<file path="src/rtl/f1_start_seq_pkg.sv">
// -----------------------------------------------------------------------------
// f1_pkg: shared types and constants for the F1 start-light sequencer.
//   state_t   : sequencer states IDLE, FILL, HOLD, OUT, DONE
//   LFSR_SEED : value loaded into the optional hold-randomising LFSR at reset
//   LFSR_TAPS : tap mask for the 8-bit Fibonacci LFSR (taps 8,6,5,4)
//   lfsr_fb() : feedback bit for one LFSR step
// -----------------------------------------------------------------------------
package f1_pkg;

  typedef enum logic [2:0] {
    IDLE = 3'd0,
    FILL = 3'd1,
    HOLD = 3'd2,
    OUT  = 3'd3,
    DONE = 3'd4
  } state_t;

  localparam logic [7:0] LFSR_SEED = 8'h01;
  // Taps 8,6,5,4 counted from 1 map onto bits 7,5,4,3.
  localparam logic [7:0] LFSR_TAPS = 8'hB8;

  function automatic logic lfsr_fb(input logic [7:0] s);
    return ^(s & LFSR_TAPS);
  endfunction

endpackage

</file>
<file path="src/rtl/f1_start_seq_if.sv">
// -----------------------------------------------------------------------------
// f1_start_seq_if: control/result bundle between the board I/O and the
// start-light sequencer.
//   en, N, trigger, react                      : driven by master (board side)
//   data_out, busy, result_valid, jump_start,
//   react_time                                 : driven by slave (sequencer)
// -----------------------------------------------------------------------------
interface f1_start_seq_if #(
  parameter int WIDTH      = 8,
  parameter int NUM_LIGHTS = 8,
  parameter int RT_WIDTH   = 16
) ();

  logic                  en;
  logic [WIDTH-1:0]      N;
  logic                  trigger;
  logic                  react;
  logic [NUM_LIGHTS-1:0] data_out;
  logic                  busy;
  logic                  result_valid;
  logic                  jump_start;
  logic [RT_WIDTH-1:0]   react_time;

  modport master (
    output en, N, trigger, react,
    input  data_out, busy, result_valid, jump_start, react_time
  );

  modport slave (
    input  en, N, trigger, react,
    output data_out, busy, result_valid, jump_start, react_time
  );

endinterface

</file>
<file path="src/rtl/f1_start_seq_tick_gen.sv">
// -----------------------------------------------------------------------------
// tick_gen: prescaler producing a one-cycle tick every N+1 enabled cycles.
//   clk   in  clock
//   rst_n in  async active-low reset (count cleared)
//   en    in  1 = count, 0 = freeze count and suppress tick
//   run   in  0 = hold count at N (sequencer idle), 1 = count down
//   N     in  reload value; tick period is N+1 cycles
//   tick  out high for the cycle in which the count sits at zero
// -----------------------------------------------------------------------------
module tick_gen #(
  parameter int WIDTH = 8
) (
  input  logic             clk,
  input  logic             rst_n,
  input  logic             en,
  input  logic             run,
  input  logic [WIDTH-1:0] N,
  output logic             tick
);

  logic [WIDTH-1:0] r_count;

  always_ff @(posedge clk or negedge rst_n) begin
    if (!rst_n) begin
      r_count <= '0;
    end else if (!run) begin
      r_count <= N;
    end else if (en) begin
      r_count <= (r_count == '0) ? N : r_count - 1'b1;
    end
  end

  assign tick = run & en & (r_count == '0);

endmodule

</file>
<file path="src/rtl/f1_start_seq.sv">
// -----------------------------------------------------------------------------
// f1_start_seq: F1 start-light sequencer with reaction timer.
// On trigger the lamps fill one per prescaler tick, stay lit for a number of
// hold ticks, then go dark; the clock cycles until react are then counted.
// react before lights-out ends the run as a jump start.
//   clk   in  clock
//   rst_n in  async active-low reset
//   bus   slave modport of f1_start_seq_if (en, N, trigger, react in;
//         data_out, busy, result_valid, jump_start, react_time out)
// Build option: define F1_RANDOM_DELAY_EN to add an 8-bit LFSR whose masked
// value extends the hold by 0..HOLD_MASK ticks; otherwise the hold is MIN_HOLD.
// -----------------------------------------------------------------------------
module f1_start_seq
  import f1_pkg::*;
#(
  parameter int WIDTH      = 8,
  parameter int NUM_LIGHTS = 8,
  parameter int MIN_HOLD   = 2,
  parameter int HOLD_MASK  = 7,
  parameter int RT_WIDTH   = 16
) (
  input logic           clk,
  input logic           rst_n,
  f1_start_seq_if.slave bus
);

  localparam int                 HC_W   = 16;
  localparam logic [RT_WIDTH-1:0] RT_MAX = {RT_WIDTH{1'b1}};

  state_t                r_state, w_next;
  logic [NUM_LIGHTS-1:0] r_data, w_data, w_fill;
  logic                  r_jump, w_jump;
  logic [RT_WIDTH-1:0]   r_rt, w_rt;
  logic [HC_W-1:0]       r_hold, w_hold, w_hold_load;
  logic                  w_run, w_tick;

  assign w_run = (r_state == FILL) || (r_state == HOLD) || (r_state == OUT);

  tick_gen #(.WIDTH(WIDTH)) u_tick_gen (
    .clk   (clk),
    .rst_n (rst_n),
    .en    (bus.en),
    .run   (w_run),
    .N     (bus.N),
    .tick  (w_tick)
  );

`ifdef F1_RANDOM_DELAY_EN
  logic [7:0] r_lfsr;

  // Free-running from reset so the hold length depends on when trigger arrives.
  always_ff @(posedge clk or negedge rst_n) begin
    if (!rst_n) r_lfsr <= LFSR_SEED;
    else        r_lfsr <= {r_lfsr[6:0], lfsr_fb(r_lfsr)};
  end

  assign w_hold_load = HC_W'(MIN_HOLD) + HC_W'(r_lfsr & 8'(HOLD_MASK));
`else
  assign w_hold_load = HC_W'(MIN_HOLD);
`endif

  // Shift-in-a-one form also covers NUM_LIGHTS == 1.
  assign w_fill = (r_data << 1) | NUM_LIGHTS'(1);

  always_ff @(posedge clk or negedge rst_n) begin
    if (!rst_n) begin
      r_state <= IDLE;
      r_data  <= '0;
      r_jump  <= 1'b0;
      r_rt    <= '0;
      r_hold  <= '0;
    end else begin
      r_state <= w_next;
      r_data  <= w_data;
      r_jump  <= w_jump;
      r_rt    <= w_rt;
      r_hold  <= w_hold;
    end
  end

  always_comb begin
    w_next = r_state;
    w_data = r_data;
    w_jump = r_jump;
    w_rt   = r_rt;
    w_hold = r_hold;
    unique case (r_state)
      IDLE, DONE: begin
        if (bus.trigger) begin
          w_next = FILL;
          w_data = '0;
          w_jump = 1'b0;
          w_rt   = '0;
        end
      end
      FILL: begin
        // react wins over a coincident tick.
        if (bus.react) begin
          w_next = DONE;
          w_jump = 1'b1;
        end else if (w_tick) begin
          w_data = w_fill;
          if (&w_fill) begin
            w_next = HOLD;
            w_hold = w_hold_load;
          end
        end
      end
      HOLD: begin
        if (bus.react) begin
          w_next = DONE;
          w_jump = 1'b1;
        end else if (w_tick) begin
          if (r_hold == HC_W'(1)) begin
            w_next = OUT;
            w_data = '0;
            w_rt   = '0;
          end else begin
            w_hold = r_hold - 1'b1;
          end
        end
      end
      OUT: begin
        // Count includes the react cycle itself, so react d cycles after
        // lights-out reports d.
        w_rt = (r_rt == RT_MAX) ? r_rt : r_rt + 1'b1;
        if (bus.react) w_next = DONE;
      end
      default: w_next = IDLE;
    endcase
  end

  assign bus.data_out     = r_data;
  assign bus.busy         = w_run;
  assign bus.result_valid = (r_state == DONE);
  assign bus.jump_start   = r_jump;
  assign bus.react_time   = r_rt;

endmodule

</file>
<file path="src/flat_wrapper.sv">
// flat-port wrapper written by rule: the top's interface ports become plain ports
module f1_start_seq_flat import f1_pkg::*;
#(
  parameter int WIDTH      = 8,
  parameter int NUM_LIGHTS = 8,
  parameter int MIN_HOLD   = 2,
  parameter int HOLD_MASK  = 7,
  parameter int RT_WIDTH   = 16
)
  (clk, rst_n, bus_en, bus_N, bus_trigger, bus_react, bus_data_out, bus_busy, bus_result_valid, bus_jump_start, bus_react_time);
  f1_start_seq_if #(.WIDTH(WIDTH), .NUM_LIGHTS(NUM_LIGHTS), .RT_WIDTH(RT_WIDTH)) bus_i ();
  input logic clk;
  input logic rst_n;
  input wire logic [$bits(bus_i.en)-1:0] bus_en;
  input wire logic [$bits(bus_i.N)-1:0] bus_N;
  input wire logic [$bits(bus_i.trigger)-1:0] bus_trigger;
  input wire logic [$bits(bus_i.react)-1:0] bus_react;
  output wire logic [$bits(bus_i.data_out)-1:0] bus_data_out;
  output wire logic [$bits(bus_i.busy)-1:0] bus_busy;
  output wire logic [$bits(bus_i.result_valid)-1:0] bus_result_valid;
  output wire logic [$bits(bus_i.jump_start)-1:0] bus_jump_start;
  output wire logic [$bits(bus_i.react_time)-1:0] bus_react_time;
  assign bus_i.en = bus_en;
  assign bus_i.N = bus_N;
  assign bus_i.trigger = bus_trigger;
  assign bus_i.react = bus_react;
  assign bus_data_out = bus_i.data_out;
  assign bus_busy = bus_i.busy;
  assign bus_result_valid = bus_i.result_valid;
  assign bus_jump_start = bus_i.jump_start;
  assign bus_react_time = bus_i.react_time;
  f1_start_seq #(.WIDTH(WIDTH), .NUM_LIGHTS(NUM_LIGHTS), .MIN_HOLD(MIN_HOLD), .HOLD_MASK(HOLD_MASK), .RT_WIDTH(RT_WIDTH)) u_core (.clk(clk), .rst_n(rst_n), .bus(bus_i));
endmodule
</file>
<file path="config.mk">
export PLATFORM = sky130hd
export DESIGN_NAME = f1_start_seq_flat
export DESIGN_NICKNAME = d
export VERILOG_FILES = /design/src/rtl/f1_start_seq_pkg.sv /design/src/rtl/f1_start_seq_if.sv /design/src/rtl/f1_start_seq_tick_gen.sv /design/src/rtl/f1_start_seq.sv /design/src/flat_wrapper.sv
export SDC_FILE = /design/constraint.sdc
export NUM_CORES = 1
export LEC_CHECK = 0
export ABC_AREA = 1
export CAP_MARGIN = 20
export CORE_ASPECT_RATIO = 0.75
export CORE_UTILIZATION = 45
export DETAILED_ROUTE_END_ITERATION = 10
export DONT_BUFFER_PORTS = 1
export PLACE_DENSITY = 0.58
export SYNTH_ARGS = -nofsm -noshare
export SYNTH_HDL_FRONTEND = slang
export SYNTH_SLANG_ARGS = --single-unit
export TNS_END_PERCENT = 100
</file>
<file path="constraint.sdc">
create_clock -name clk -period 1.95 [get_ports clk]
set_input_delay 0.39 -clock clk [delete_from_list [all_inputs] [get_ports clk]]
set_output_delay 0.39 -clock clk [all_outputs]
set_load 0.005 [all_outputs]
</file>
# Word-level counts from Yosys, hierarchy flattened
# Cells that the tools add are included.
# word_totals
register_bits	52
inputBits	13
output_inout_bits	27
# op_classes
addsub	3
n_eq_ne	22
mux	35
bitwise	2
reduce_logical	16
# op_table
cell	count
$mux W16	11
$mux W8	9
$pmux W16 S3	1
$pmux W16 S2	1
$mux W3	8
$pmux W8 S3	1
$ne A2 B2 Y1 const B	11
$reduce_and A7 Y1	3
$add A16 B1 Y16 const B	1
$eq A16 B1 Y1 const B	1
$eq A16 B16 Y1 const B	1
$sub A16 B1 Y16 const B	1
$ne A3 B3 Y1 const B	4
$pmux W3 S4	1
$reduce_and A6 Y1	2
$logic_not A8 Y1	1
$sub A8 B1 Y8 const B	1
$eq A3 B2 Y1 const B	2
$reduce_bool A3 Y1	2
$reduce_bool A2 Y1	2
$reduce_or A2 Y1	2
$eq A3 B1 Y1 const B	1
$eq A3 B3 Y1 const B	1
$logic_not A3 Y1	1
other kinds (6)	9

# Logic depth before layout (Yosys ltp)
# Gate-level depths: netlist of run 1.
# logic_depth
depth_word	8
depth_mapped	12
mapped_depth_nobuf	11

# Modules after synthesis
# From an unflattened synthesis of run 1, not the netlist that was laid out.
# hier_totals
hier_cells	532
area_unflattened_um2	3718.6
# modules_own_cells
module	instances	cells_per_inst	area_each_um2
f1_start_seq	1	440	3094.2
tick_gen	1	92	624.3

# Least setup slack after synthesis of run 1
# No wires, ideal clock.
# synth_timing
path_type	register -> register
startpoint	register u_core.u_tick_gen.r_count[0]
endpoint	register u_core.r_hold[12]
setup_time_ns	0.117
arrival_time_ns	1.507
path_slack_ns	0.326
stages_incl_launch_ff	13
n_path_buf	1
path_cell_list	dfrtp_1 inv_1 ha_1 nand2_1 nor2_4 nand2_2 nand2_1 nand2_1 nor2_1 nand2_2 buf_6 nand2_1 nand2_1
# synth_via
elab_chain_cells	4
word_cells_on_any_way	5
classes_between	eq/ne (2); bitwise (1); reduce/logical (2)
# synth_rtl
item	line_no	rtl
start: declaration	f1_start_seq_tick_gen.sv:21	logic [WIDTH-1:0] r_count;
start signal: assignment	f1_start_seq_tick_gen.sv:29	r_count <= (r_count == '0) ? N : r_count - 1'b1;
$logic_not A8 Y1 *	f1_start_seq_tick_gen.sv:33	assign tick = run & en & (r_count == '0);
$and A1 B1 Y1 *	f1_start_seq_tick_gen.sv:33	
$ne A2 B2 Y1 (no line)	n/a	
$reduce_and A7 Y1 (no line) *	n/a	
end signal: assignment	f1_start_seq.sv:77	r_hold <= w_hold;
end: declaration	f1_start_seq.sv:34	logic [HC_W-1:0] r_hold, w_hold, w_hold_load;
# Mark *: on every way between the ends. The rest lies on a longest branch, timed or not.
# A chain may end at the register's enable or synchronous reset.

# Worst setup path in the final report of run 1
# layout_timing
startpoint	register u_core.r_state[1]
endpoint	register u_core.u_tick_gen.r_count[7]
# layout_via
elab_chain_cells	4
word_cells_on_any_way	7
classes_between	eq/ne (4); mux (1); reduce/logical (2)
# layout_rtl
item	line_no	rtl
start: declaration	f1_start_seq.sv:30	state_t r_state, w_next;
start signal: assignment	f1_start_seq.sv:73	r_state <= w_next;
$eq A3 B1 Y1 or $eq A3 B2 Y1 (tied branches)	f1_start_seq.sv:37	assign w_run = (r_state == FILL) || (r_state == HOLD) || (r_state == OUT);
$logic_or A1 B1 Y1	f1_start_seq.sv:37	
$logic_or A1 B1 Y1 *	f1_start_seq.sv:37	
net bus_busy	flat_wrapper.sv:19	output wire logic [$bits(bus_i.busy)-1:0] bus_busy;
$ne A2 B2 Y1 (no line) or $mux W8 (tied branches)	n/a	
# Mark *: on every way through the listed nets, which the timed path passes. The rest lies on a longest branch.

==> flow_summary.toml, run 1 <==
[layout]
area_growth_pct = 10.64
final_nets = 552
stdcell_count = 635
multi_input_area_sq_um = 1957
postLayoutCoreUtil_pct = 51.75
drive_above_1_share_pct = 10.49
fillers = 750
seq_area_sq_um = 1301
antenna_cells = 0
final_common_cell = "nand2_1"
final_cell_mix = "nand2_1 (211), nor2_1 (80), dfrtp_1 (52), inv_1 (41), nand3_1 (32)"

[global_routing]
grt_pass1_vias = 2913
grtUsageTotal_pct = 22.37
grt_overflow = 0
grt_max_degree = 53
antenna_found_initial = 0
grt_pass1_wl_um = 13970

[critical_path]
crit_chain = "nor2_4 -> nor2_1 -> inv_2 -> nor2_4 -> o21ai_0 -> a21oi_1 -> a21oi_1"
cp-end-kind = "register"
crit_required_ns = 2.16
worstPathArrival_ns = 1.97
worstSetupPathType = "reg -> reg"
max_stage_delay_ns = 0.50
critPathLaunchType = "register"
crit_fanout = 18
cp_slowest_cell = "dfrtp_1"

[detailed_routing]
final_antenna_net_count = 0
drc = 0
dr.pass1.iters = 4
wl_um = 8048
drtIter0Drc = 115
viasPerCell = 4.849
wl_per_cell_um = 12.67
dr_total_vias = 3079

[placed_design]
detailed_place_hpwl_um = 5733
place.gp.congestion = 0.8358
dp_cells = 623
port_buffers = 0

[yosys]
synth-seq-cells = 52
synthCells = 516
avgSynthCellArea_sq_um = 6.675
netlist_top_cells_area = "dfrtp_1 (38%), nand2_1 (23%), nor2_1 (8.8%), nand3_1 (4.6%), inv_1 (4.5%)"
synthesis.nets = 534
synth_seq_area_share_pct = 37.78
yosysWarnings = 0
yosysTopAreaCell = "dfrtp_1"
synth_area_sq_um = 3445
synth_top_cell_area_share_pct = 37.78
yosysUniqueCellTypes = 33

[power]
p_per_area_nw_per_um2 = 1425
finalPower_mw = 5.431
leakage_nw = 1.922
peakVddDrop_uv = 708.2

[hold_path]
worst_hold_path_type = "in -> reg"

[timing]
hold_ws_ns = 0.1456
max_freq_mhz = 566.2
slew_viol_final = 0
skew_ns = 0.007961
setup_viol = 0
slew_headroom_pct = 72.70
worst_pin_slew_ns = 0.4091
finalHoldViolations = 0
tns_ns = 0
period_share_pct = 90.57
min_period_ns = 1.766

[run_status]
outcome = "complete, no violations"

[clocking]
worst_skew_pair.late_latency_ns = 0.32
cts_buffers = 5
clkTransAtPathRegs_ns = 0.09
clk_path_buf_depth = 2
cts_tree = "done"
clockRootBuffer = "clkbuf_8"
h-tree-depth = 2
cts_sinks = 52

[floorplan]
fp.dieW_um = 103.0
die_area_sq_um = 8012
die_h_um = 77.77
start_util_pct = 46.77
row_count = 27
fp.coreArea_sq_um = 7365
ios = 40

[run]
drv_cap = 0
layer usage:
metal  vias up  part of all wire [%]  GRT usage, %
li1       1639                     -             -
met4         0                  0.86         6.338
met5         -                     0             0
met1      1386                    54         33.43
met2        47                    41         31.93
met3         7                   4.2         5.045
kinds of logic (layout without fill, tap and decap cells):
kind of cell | after synthesis | after routing | share of synthesized area, %
AND/OR/NAND/NOR | 360 | 361 | 44.53
AO/OA/AOI/OAI | 30 | 30 | 5.122
flip-flops | 52 | 52 | 37.78
XOR/XNOR | 15 | 15 | 3.814
buffers and inverters | 54 | 71 | 6.938
adder cells (fa/ha/maj) | 5 | 5 | 1.816
cell type report:
class / count / share of cell area [%]
Timing Repair Buffer: 18 / 4.465
Clock buffer: 6 / 1.904
Clock inverter: 1 / 0.1313
Inverter: 46 / 4.695
Multi-Input combinational cell: 411 / 51.35
Sequential cell: 52 / 34.14
Tap cell: 101 / 3.316
synth_stat cells:
cell and instances:
inv_4 1, nand3b_1 1, buf_6 3, o211ai_1 4, nand4_1 7, a21oi_2 1
nand2_2 2, nand3_1 32, inv_1 41, xnor2_1 5, nor2_1 81, nor3_4 1
or2_2 5, nor3_1 5, o21bai_1 2, ha_1 5, nand2_4 1, a21oi_1 8
a31o_2 1, nor2_2 6, clkinv_1 1, nand3_4 2, o22ai_1 1, a21o_1 1
clkbuf_1 2, nor2_4 3, nand2_1 212, o21ai_0 12, xor2_1 10, dfrtp_1 52
buf_4 3, inv_2 3, nand3_2 2
path summary, 6_finish.rpt:
path / startpoint / slack [ns] / depth (start not counted) / endpoint
worst max-delay path: u_core.r_state[1] / 0.18 / 7 / u_core.u_tick_gen.r_count[7]
worst min-delay path: bus_trigger / 0.15 / 1 / u_core.bus.jump_start
worst max register to register: u_core.r_state[1] / 0.18 / 7 / u_core.u_tick_gen.r_count[7]
worst min register to register: u_core.bus.data_out[7] / 0.52 / 2 / u_core.bus.data_out[7]
max in group asynchronous: rst_n / 1.12 / 2 / u_core.bus.jump_start
min in group asynchronous: rst_n / 0.61 / 2 / u_core.u_tick_gen.r_count[4]
registers in the layout (all words and copies together) (netlist names):
name,cells
u_core.bus.react_time,16
u_core.r_hold,16
u_core.r_state,3
u_core.bus.data_out,8
u_core.u_tick_gen.r_count,8
u_core.bus.jump_start,1
report_power, final:
group / switching (mW) / internal (mW) / leakage [nW]
registers: 0.344 / 1.37 / 0.697
logic: 2.00 / 1.11 / 1.18
clock network: 0.365 / 0.245 / 0.0410
critical path, delay by kind of cell, from the launching register on:
| family | cells | cell delay (ns) |
|---|---|---|
| AOI/OAI and AO/OA | 3 | 0.34 |
| buffers and inverters | 1 | 0.10 |
| DFF | 1 | 0.50 |
| and+or+nand+nor | 3 | 0.72 |
repair_timing:
| item | in CTS | in global routing |
|---|---|---|
| hold buffers | 2 | 0 |
| gates resized for setup | 0 | 11 |
| setup endpoints to repair | 0 | 41 |
| buffers inserted | 0 | 2 |
| hold endpoints to repair | 52 | 0 |
metrics by stage:
step                setup slack (ns)  area [sq um]
finish                        0.1839          3811
global route               -0.004918          3811
CTS                          0.04447          3727
detailed placement           0.05295          3612
global placement             0.09020          3612
floorplan                     0.3263          3445
No activity file was read; power rests on OpenSTA's default activity.
==> run 2, diff against run 1 <==
--- a/config.mk
+++ b/config.mk
@@ -9,6 +9,7 @@
 export CAP_MARGIN = 20
 export CORE_ASPECT_RATIO = 0.75
 export CORE_UTILIZATION = 45
+export CTS_CLUSTER_DIAMETER = 150
 export DETAILED_ROUTE_END_ITERATION = 10
 export DONT_BUFFER_PORTS = 1
 export PLACE_DENSITY = 0.58
==> constraint.sdc (replaced) <==
create_clock -name clk -period 1.85 [get_ports clk]
set_input_delay 0.37 -clock clk [delete_from_list [all_inputs] [get_ports clk]]
set_output_delay 0.37 -clock clk [all_outputs]
set_load 0.005 [all_outputs]
==> flow_summary.toml, run 2 (synthesis gave the netlist of run 1 again) <==
[clocking]
worst_skew_pair.late_latency_ns = 0.31
clk_path_buf_depth = 2
cts_sinks = 52
cts_tree = "done"
h-tree-depth = 2
clkTransAtPathRegs_ns = 0.09
cts_buffers = 5
clockRootBuffer = "clkbuf_8"

[placed_design]
port_buffers = 0
place.gp.congestion = 0.8633
dpl_cell_area_sq_um = 3692
detailed_place_hpwl_um = 5633

[power]
peakVddDrop_uv = 629.3
finalPower_mw = 5.861
switching_share_pct = 48.71
p_per_area_nw_per_um2 = 1512
intPower_mw = 3.006
power_switching_mw = 2.854
leakage_nw = 1.963
seq_power_share_pct = 30.7
clockPowerShare_pct = 10.8
combPwrFrac_pct = 58.5

[floorplan]
start_util_pct = 46.77
fp.dieW_um = 103.0
ios = 40
row_count = 27
die_h_um = 77.77
fp.coreArea_sq_um = 7365
die_area_sq_um = 8012

[critical_path]
crit_required_ns = 2.06
cp_num_buf_inv = 0
cp-end-kind = "register"
crit_chain = "nor2_1 -> nand2_1 -> nor2_4 -> nand2_2 -> nand2_1 -> nand2_1 -> nor2_4 -> nand2_4 -> nand2_1 -> nand2_1"
path_delay_family = "simple AND/OR/NAND/NOR gates"
worstPathArrival_ns = 1.90
cp_slowest_cell = "dfrtp_1"
crit_fanout = 8
max_stage_delay_ns = 0.44
worstSetupPathType = "reg -> reg"
path_common_cell = "nand2_1"
critPathLaunchType = "register"

[detailed_routing]
wl_um = 7777
viasPerCell = 4.827
dr.pass1.iters = 6
wl_per_cell_um = 12.09
drtIter0Drc = 177
final_antenna_net_count = 0
dr_total_vias = 3104
drc = 0

[hold_path]
worst_hold_path_type = "in -> reg"

[timing]
hold_ws_ns = 0.1341
min_period_ns = 1.695
finalHoldViolations = 0
setup_viol = 0
period_share_pct = 91.64
max_freq_mhz = 589.9
skew_ns = 0.009493
rsz0062_at_grt = "no"
slew_viol_final = 0
worst_pin_slew_ns = 0.4008
slew_headroom_pct = 73.07

[layout]
antenna_cells = 0
final_common_cell = "nand2_1"
fillers = 764
final_cell_area_sq_um = 3875
final_nets = 560
final_cell_mix = "nand2_1 (210), nor2_1 (76), dfrtp_1 (52), inv_1 (41), nand3_1 (32)"
postLayoutCoreUtil_pct = 52.62
drive_above_1_share_pct = 12.73
area_growth_pct = 12.50

[global_routing]
grt_overflow = 0
grt_max_degree = 53
grt_pass1_vias = 2851
grt_pass1_wl_um = 13270
antenna_found_initial = 0
grtUsageTotal_pct = 21.25

[run_status]
outcome = "complete, no violations"

[run]
drv_cap = 0
-- run 2: worst paths after layout --
path / cells past startpoint / to / slack [ns] / startpoint
worst max-delay path: 10 / u_core.r_hold[15] / 0.15 / u_core.u_tick_gen.r_count[4]
worst min-delay path: 1 / u_core.bus.jump_start / 0.13 / bus_trigger
worst max register to register: 10 / u_core.r_hold[15] / 0.15 / u_core.u_tick_gen.r_count[4]
worst min register to register: 2 / u_core.bus.data_out[7] / 0.52 / u_core.bus.data_out[7]
max in group asynchronous: 2 / u_core.r_state[0] / 1.05 / rst_n
min in group asynchronous: 2 / u_core.u_tick_gen.r_count[5] / 0.57 / rst_n
-- run 2: area by class of cell --
cell class                      instances  area (sq um)  share of cell area, %
Tap cell                              101         126.4                  3.261
Timing Repair Buffer                   26         230.2                  5.941
Sequential cell                        52          1301                  33.58
Inverter                               46         175.2                  4.520
Clock buffer                            6         72.57                  1.873
Multi-Input combinational cell        411          1964                  50.69
Clock inverter                          1         5.005                 0.1292
-- run 2: worst register-to-register path, cell delays in order, from the launching register on --
cell and delay (ns):
dfrtp_1 0.44, nor2_1 0.14, nand2_1 0.12, nor2_4 0.16, nand2_2 0.11, nand2_1 0.12, nand2_1 0.10, nor2_4 0.16
nand2_4 0.12, nand2_1 0.08, nand2_1 0.05
-- run 2: metrics by stage --
stage,setup slack [ns],setup TNS (ns),std cells
6_report,0.1547,0,643
5_1_grt,0.01258,0,643
3_5_place_dp,-0.01970,-0.02382,632
4_1_cts,0.03469,0,641
3_3_place_gp,-0.007792,-0.04579,632
2_1_floorplan,0.2263,0,516
-- run 2: power groups by stage --
stage | Sequential (mW) | Clock [mW] | Combinational, mW
after floorplan | 1.73 | 0 | 2.59
after global placement | 1.79 | 0 | 3.28
after detailed placement | 1.80 | 0 | 3.31
after CTS | 1.78 | 0.669 | 3.36
after global routing | 1.85 | 0.706 | 4.00
final | 1.80 | 0.630 | 3.43
-- run 2: repair_timing --
| item | CTS | global route |
|---|---|---|
| hold buffers | 2 | 0 |
| buffers inserted | 0 | 1 |
| hold endpoints to repair | 52 | 0 |
| pin swaps | 0 | 1 |
| endpoints found under the setup margin | 16 | 41 |
| cloned | 0 | 1 |
| resized for setup | 1 | 14 |
-- run 2: routing by layer --
layer / routed length [um] / vias to the layer above / track usage, %
met5: 0 / - / 0
met4: 73 / 0 / 5.352
met3: 409 / 7 / 5.135
met1: 4169 / 1378 / 31.84
li1: - / 1658 / -
met2: 3125 / 61 / 30.40
